<file path="config.mk">
export PLATFORM = sky130hd
export DESIGN_NAME = fetch_unit
export DESIGN_NICKNAME = d
export VERILOG_FILES = /design/src/rtl/fetch_unit.sv
export SDC_FILE = /design/constraint.sdc
export NUM_CORES = 1
export LEC_CHECK = 0
export CAP_MARGIN = 20
export CORE_UTILIZATION = 35
export DETAILED_ROUTE_END_ITERATION = 10
export SETUP_SLACK_MARGIN = 0.15
export SYNTH_ARGS = -nofsm -noshare
export SYNTH_HDL_FRONTEND = slang
export SYNTH_SLANG_ARGS = --single-unit
</file>
<file path="constraint.sdc">
create_clock -name clock -period 3.4 [get_ports clock]
set_input_delay 0.51 -clock clock [delete_from_list [all_inputs] [get_ports clock]]
set_output_delay 0.51 -clock clock [all_outputs]
set_load 0.1 [all_outputs]
</file>
<file path="src/rtl/fetch_unit.sv">
// fetch_unit: owns the fetch PC, issues imem req/ack reads, queues instructions and handles redirects.
// Build option FETCH_STATS_EN adds stat_fetched/stat_discarded counter outputs.
module fetch_unit #(
   parameter logic [31:0] RESET_PC    = 32'h0000_0000,
   parameter int          QUEUE_DEPTH = 2
) (
   input  logic        clock,
   input  logic        reset_n,
   output logic        imem_req,
   output logic [31:0] imem_addr,
   input  logic        imem_ack,
   input  logic [31:0] imem_rdata,
   input  logic        redirect_valid,
   input  logic [31:0] redirect_pc,
   output logic        inst_valid,
   input  logic        inst_ready,
   output logic [31:0] inst_data,
`ifdef FETCH_STATS_EN
   output logic [31:0] stat_fetched,
   output logic [31:0] stat_discarded,
`endif
   output logic [31:0] inst_pc
);
   localparam int PW = $clog2(QUEUE_DEPTH);
   localparam int CW = PW + 1;
   localparam logic [CW-1:0] FULL = CW'(QUEUE_DEPTH);

   typedef enum logic [1:0] {IDLE, REQ, DRAIN} state_t;

   state_t         state_q, state_d;
   logic           req_q, req_d;
   logic [31:0]    addr_q, addr_d;
   logic [31:0]    tgt_q, tgt_d;
   logic [PW-1:0]  rd_q, rd_d, wr_q, wr_d;
   logic [CW-1:0]  cnt_q, cnt_d;
   logic [31:0]    qdata_q [QUEUE_DEPTH];
   logic [31:0]    qdata_d [QUEUE_DEPTH];
   logic [31:0]    qpc_q [QUEUE_DEPTH];
   logic [31:0]    qpc_d [QUEUE_DEPTH];
   logic           ack, pop, push, stall;
   logic [31:0]    redir_pc;

   assign ack      = req_q && imem_ack;
   assign pop      = cnt_q != '0 && inst_ready;
   assign push     = state_q == REQ && ack && !redirect_valid;
   assign stall    = state_q == REQ && !ack;
   assign redir_pc = redirect_pc & ~32'h3;

   always_comb begin
      state_d = state_q;
      addr_d  = addr_q;
      tgt_d   = tgt_q;
      rd_d    = pop ? rd_q + PW'(1) : rd_q;
      wr_d    = push ? wr_q + PW'(1) : wr_q;
      cnt_d   = cnt_q + CW'(push) - CW'(pop);
      qdata_d = qdata_q;
      qpc_d   = qpc_q;
      if (push) begin
         qdata_d[wr_q] = imem_rdata;
         qpc_d[wr_q]   = addr_q;
      end
      if (redirect_valid) begin
         rd_d  = '0;
         wr_d  = '0;
         cnt_d = '0;
      end
      // An outstanding request must complete before the new target can be issued
      if (state_q == DRAIN) begin
         tgt_d = redirect_valid ? redir_pc : tgt_q;
         if (ack) begin
            state_d = REQ;
            addr_d  = tgt_d;
         end
      end else if (redirect_valid) begin
         state_d = stall ? DRAIN : REQ;
         tgt_d   = redir_pc;
         addr_d  = stall ? addr_q : redir_pc;
      end else if (state_q == IDLE) begin
         state_d = cnt_q < FULL ? REQ : IDLE;
      end else if (ack) begin
         addr_d  = addr_q + 32'd4;
         state_d = cnt_d < FULL ? REQ : IDLE;
      end
      req_d = state_d != IDLE;
   end

   always_ff @(posedge clock) begin
      if (!reset_n) begin
         state_q <= IDLE;
         req_q   <= 1'b0;
         addr_q  <= RESET_PC;
         tgt_q   <= RESET_PC;
         rd_q    <= '0;
         wr_q    <= '0;
         cnt_q   <= '0;
         qdata_q <= '{default: '0};
         qpc_q   <= '{default: '0};
      end else begin
         state_q <= state_d;
         req_q   <= req_d;
         addr_q  <= addr_d;
         tgt_q   <= tgt_d;
         rd_q    <= rd_d;
         wr_q    <= wr_d;
         cnt_q   <= cnt_d;
         qdata_q <= qdata_d;
         qpc_q   <= qpc_d;
      end
   end

   assign imem_req   = req_q;
   assign imem_addr  = addr_q;
   assign inst_valid = cnt_q != '0;
   assign inst_data  = inst_valid ? qdata_q[rd_q] : '0;
   assign inst_pc    = inst_valid ? qpc_q[rd_q] : '0;

`ifdef FETCH_STATS_EN
   logic [31:0] fetched_q, fetched_d, discarded_q, discarded_d;

   // Flushed entries exclude one popped in the same cycle, which the core accepted
   always_comb begin
      fetched_d   = fetched_q + 32'(push);
      discarded_d = discarded_q + 32'(ack && !push) +
                    (redirect_valid ? 32'(cnt_q - CW'(pop)) : 32'd0);
   end

   always_ff @(posedge clock) begin
      if (!reset_n) begin
         fetched_q   <= '0;
         discarded_q <= '0;
      end else begin
         fetched_q   <= fetched_d;
         discarded_q <= discarded_d;
      end
   end

   assign stat_fetched   = fetched_q;
   assign stat_discarded = discarded_q;
`endif
endmodule
</file>
**Yosys cells after proc, flatten, opt, wreduce, memory -nomap -nowiden**

Index checks and enable logic that the tools add are counted.
W data, S select, Z words.

- Bits in writable memories: 0
- Latch bits: 0
- Output and inout bits: 98
- Memories: 0
- Register bits after elaboration: 199
- Logic and storage cells: 71
- Bits of input ports: 69
- Bits in read-only memories: 0

- Mux-type cells: 28
- Bitwise operators: 3
- $mul: 0
- $add $sub $neg: 5
- Order comparisons: 5
- Reduce and logical (&&, ||, !) cells: 14
- Equal/unequal tests: 5
- Div/mod/pow operators: 0
- Shift-type cells: 0

Operators by type and width:

| operator | count |
|---|---|
| $mux W32 | 16 |
| $bwmux W64 | 2 |
| $add A32 B3 Y32 const B | 1 |
| $demux W32 S1 | 1 |
| $mux W2 | 7 |
| $logic_and A1 B1 Y1 | 6 |
| $reduce_bool A2 Y1 | 3 |
| $ge A2 B2 Y1 const B | 2 |
| $lt A2 B2 Y1 const B | 2 |
| $not A1 Y2 | 2 |
| $reduce_and A4 Y1 | 1 |
| $ne A3 B2 Y1 const B | 1 |
| $ne A3 B3 Y1 const B | 1 |
| $add A1 B1 Y1 const B | 2 |
| $add A2 B1 Y2 | 1 |
| $eq A2 B1 Y1 const B | 1 |
| $eq A2 B2 Y1 const B | 1 |
| $logic_not A1 Y1 | 2 |
| $logic_not A2 Y1 | 1 |
| $lt A2 B1 Y1 const B | 1 |
| $mux W1 | 2 |
| $ne A2 B2 Y1 const B | 1 |
| $reduce_or A2 Y1 | 1 |
| $sub A2 B1 Y2 | 1 |
| $not A1 Y1 | 1 |

**Logic depth before layout (Yosys ltp)**

- Depth after elaboration: 13
- Gate-level depth with buffers: 12

**Worst setup path before layout**

Ideal clock, no wire load.

- Path kind: reg-to-output
- Start: reg rd_q
- End: out inst_pc[10]
- Slack: 341 ps
- Required time: 2890 ps
- Path buffers: 2
- Arrival time: 2549 ps
- Cell stages (with the launch flop): 5
- Cell sequence: dfxtp_1 > clkbuf_1 > buf_1 > mux2i_1 > nor2_1

- Cells in the longest elaborated chain, start to end: 5

Ends and longest elaborated chain:

| item | line | text |
|---|---|---|
| start: declaration | 34 | `logic [PW-1:0] rd_q, rd_d, wr_q, wr_d;` |
| start signal: assignment | 103 | `rd_q <= rd_d;` |
| $not A1 Y2 (not written as such) | 115 | `assign inst_pc = inst_valid ? qpc_q[rd_q] : '0;` |
| $mux W32 (not written as such) (3 in a row) | 115 |  |
| $mux W32 | 115 |  |
| end: declaration | 22 | `output logic [31:0] inst_pc` |

Every way passes these cells. The select of a mux whose other input is x is not followed.

**Worst setup path after layout**

- Start: reg rd_q
- End: out inst_data[19]

- Cells in the longest elaborated chain, start to end: 5

Ends and longest elaborated chain:

| item | line | text |
|---|---|---|
| $not A1 Y2 (not written as such) | 114 | `assign inst_data = inst_valid ? qdata_q[rd_q] : '0;` |
| $mux W32 (not written as such) (3 in a row) | 114 |  |
| $mux W32 | 114 |  |
| end: declaration | 17 | `output logic [31:0] inst_data,` |

Every way passes these cells. The select of a mux whose other input is x is not followed.

==> flow_summary.yaml <==
status:
  status: "finished clean"
cts:
  cts_resized: 0
  clock_path_buffers: 2
  htree_levels: 4
  root_buffer: "clkbuf_16"
  clk_pin_slew_ns: 0.06
  ctsHoldBuffers: 0
  cts.sinks: 199
  numCtsBuffers: 17
  insertion_delay_ns: 0.43
  cts_tree: "done"
  cts_setup_buffers: 0
synthesis:
  yosys.area.top_type: "dfxtp_1"
  synthArstFlopShare: 0
  synth_compound_area_frac: 0.1665
  synth-xor-area-share: 0.004892
  syn_avg_cell_area_um2: 7.936
  synthFlopType: "dfxtp_1"
  netlist_instances: 1128
  synth_commonest_cells: "281 x nand2_1, 199 x dfxtp_1, 151 x a21oi_1"
  synth_area_um2: 8952
  synth_top_family_by_area: "simple AND/OR/NAND/NOR gates"
  seq_area_frac_synth: 0.4450
  yosysWarnings: 0
  synth_fa_ha_area_frac: 0.004193
  synth_edf_count: 0
  synth-seq-cells: 199
  synth.area.top_cells: "dfxtp_1 45%, nand2_1 12%, mux2i_1 11%"
  syn_nets: 1200
  synth_top_area_frac: 0.4450
  synthMuxAreaShare: 0.1051
  yosys.area_share.simple: 0.2307
  yosysMostFrequentCell: "nand2_1"
  synth_cell_type_count: 60
timing:
  period_minus_slack_ns: 2.660
  skew_ns: 0.01388
  fmax_mhz: 376.0
  maxSlewHeadroom: 0.3479
  rsz0062_at_grt: "false"
  fin_setup_tns_ns: 0
  final-max-slew-violation-count: 0
  holdWs_ns: 0.4531
  worstMarginPinSlew_ns: 0.9751
  setup_viol_count_final: 0
  finalHoldViolCount: 0
  timing.final.crit_share: 0.7823
final_layout:
  area_delta_synth_final_pct: 26.02
  drive_above_1_share: 0.1333
  insertedDiodeCount: 0
  nNetsFinal: 1320
grt:
  grt.overflow.total: 0
  grt.total_usage: 0.1919
  antenna_found_initial: 0
  grt_pass1_vias: 7375
  grt_max_degree: 101
  grt_pass1_wl_um: 40030
run:
  max-cap-violations: 0
pwr:
  powerDensity_nw_per_um2: 470.7
  worst_ir_drop_vdd_mv: 0.3788
  p_leak_uw: 0.003961
route:
  totalWireLength_um: 25450
  dr.pass1.iters: 8
  drc: 0
  drt-initial-drc-count: 669
  wl_per_cell_um: 16.00
  vias: 8197
  viasPerCell: 5.155
  ant_nets: 0
worst_setup_path:
  crit_path_start_kind: "flip-flop"
  critPathCaptureType: "primary output"
  worstPathArrival_ns: 2.15
  crit_fanout: 35
  setup.worst_path.class: "reg -> out"
  worst-endpoint-required_ns: 2.89
placement:
  port_buffers: 164
  gp_congestion: 0.8300
  dpl.hpwl_um: 16360
floorplanning:
  die_height_um: 161.9
  initial_utilization: 0.3565
  core_area_um2: 25110
  die-area_um2: 26220
  row_count: 58
  io-pin-count: 167
  die_x_um: 161.9
hold_path:
  hold_class: "reg -> reg"
## routing by layer
metal,up-vias,GRT usage,share of wire
li1,4097,-,-
met1,3852,0.2710,0.50
met2,232,0.3020,0.44
met3,16,0.03269,0.051
met4,0,0.04760,0.0095
met5,-,0,0
## layout by cell type (no fill, tap or decap), drive strengths merged, types with 5 or more instances in the layout
master / n
nand2b: 9
inv: 9
mux2i: 94
nand2: 282
buf: 121
a221o: 6
o211ai: 7
dfxtp: 199
nand3: 17
nor3: 10
nand4: 8
a22o: 8
and2: 8
a21oi: 151
a31oi: 9
and3: 5
nor2: 117
a22oi: 9
clkdlybuf4s50: 69
o21ai: 28
or4: 5
clkbuf: 20
nor4: 5
## power breakdown
part | internal (uW) | switching (uW)
clock | 1200 | 903
sequential | 2390 | 96.5
combinational | 234 | 485
## cell type report
| cell class | instances | area (um^2) |
|---|---|---|
| clock inverters | 11 | 146.4 |
| flip-flops and latches | 199 | 3988 |
| inverters | 7 | 28.78 |
| well taps | 330 | 412.9 |
| fillers | 2586 | 13830 |
| clock buffers | 20 | 456.7 |
| repair buffers | 190 | 1647 |
| multi-input cells | 833 | 4603 |
## path summary, 6_finish.rpt
check | startpoint | slack [ns] | depth (start not counted) | to
max | rd_q | 0.74 | 4 | inst_data[19]
min | qpc_q[35] | 0.45 | 2 | qpc_q[35]
max reg2reg | state_q[0] | 0.86 | 11 | state_q[0]
min reg2reg | qpc_q[35] | 0.45 | 2 | qpc_q[35]
## cells by family (layout without fill, tap and decap cells)
kind of cell,Yosys count,after routing
buf+inv,96,228
compound gates,252,252
fa+ha+maj,3,3
xor+xnor,5,5
mux,94,94
simple gates,479,479
flops,199,199
## stage by stage
| stage | setup WS, ns | cells | util | area [um^2] | total power, uW |
|---|---|---|---|---|---|
| after floorplan | 0.3412 | 1128 | - | 8952 | 3002 |
| after global placement | 0.4226 | 1559 | 0.4253 | 10680 | 3258 |
| after detailed placement | 0.3558 | 1559 | 0.4253 | 10680 | 3261 |
| after CTS | 0.7051 | 1590 | 0.4493 | 11280 | 5369 |
| after global routing | 0.6311 | 1590 | 0.4493 | 11280 | 5509 |
| final | 0.7402 | 1590 | 0.4493 | 11280 | 5311 |
## state kept, by name, summed over array words and instances (netlist names)
signal,cells
wr_q,1
tgt_q,32
qdata_q,64
cnt_q,2
qpc_q,64
imem_addr,32
rd_q,1
imem_req,1
state_q,2
## critical path, stage by stage (launching register included)
cell and delay, ns:
dfxtp_4 0.80, buf_12 0.33, mux2i_1 0.24, nor2_1 0.07, buf_4 0.27
(Power assumes the default switching activity.)
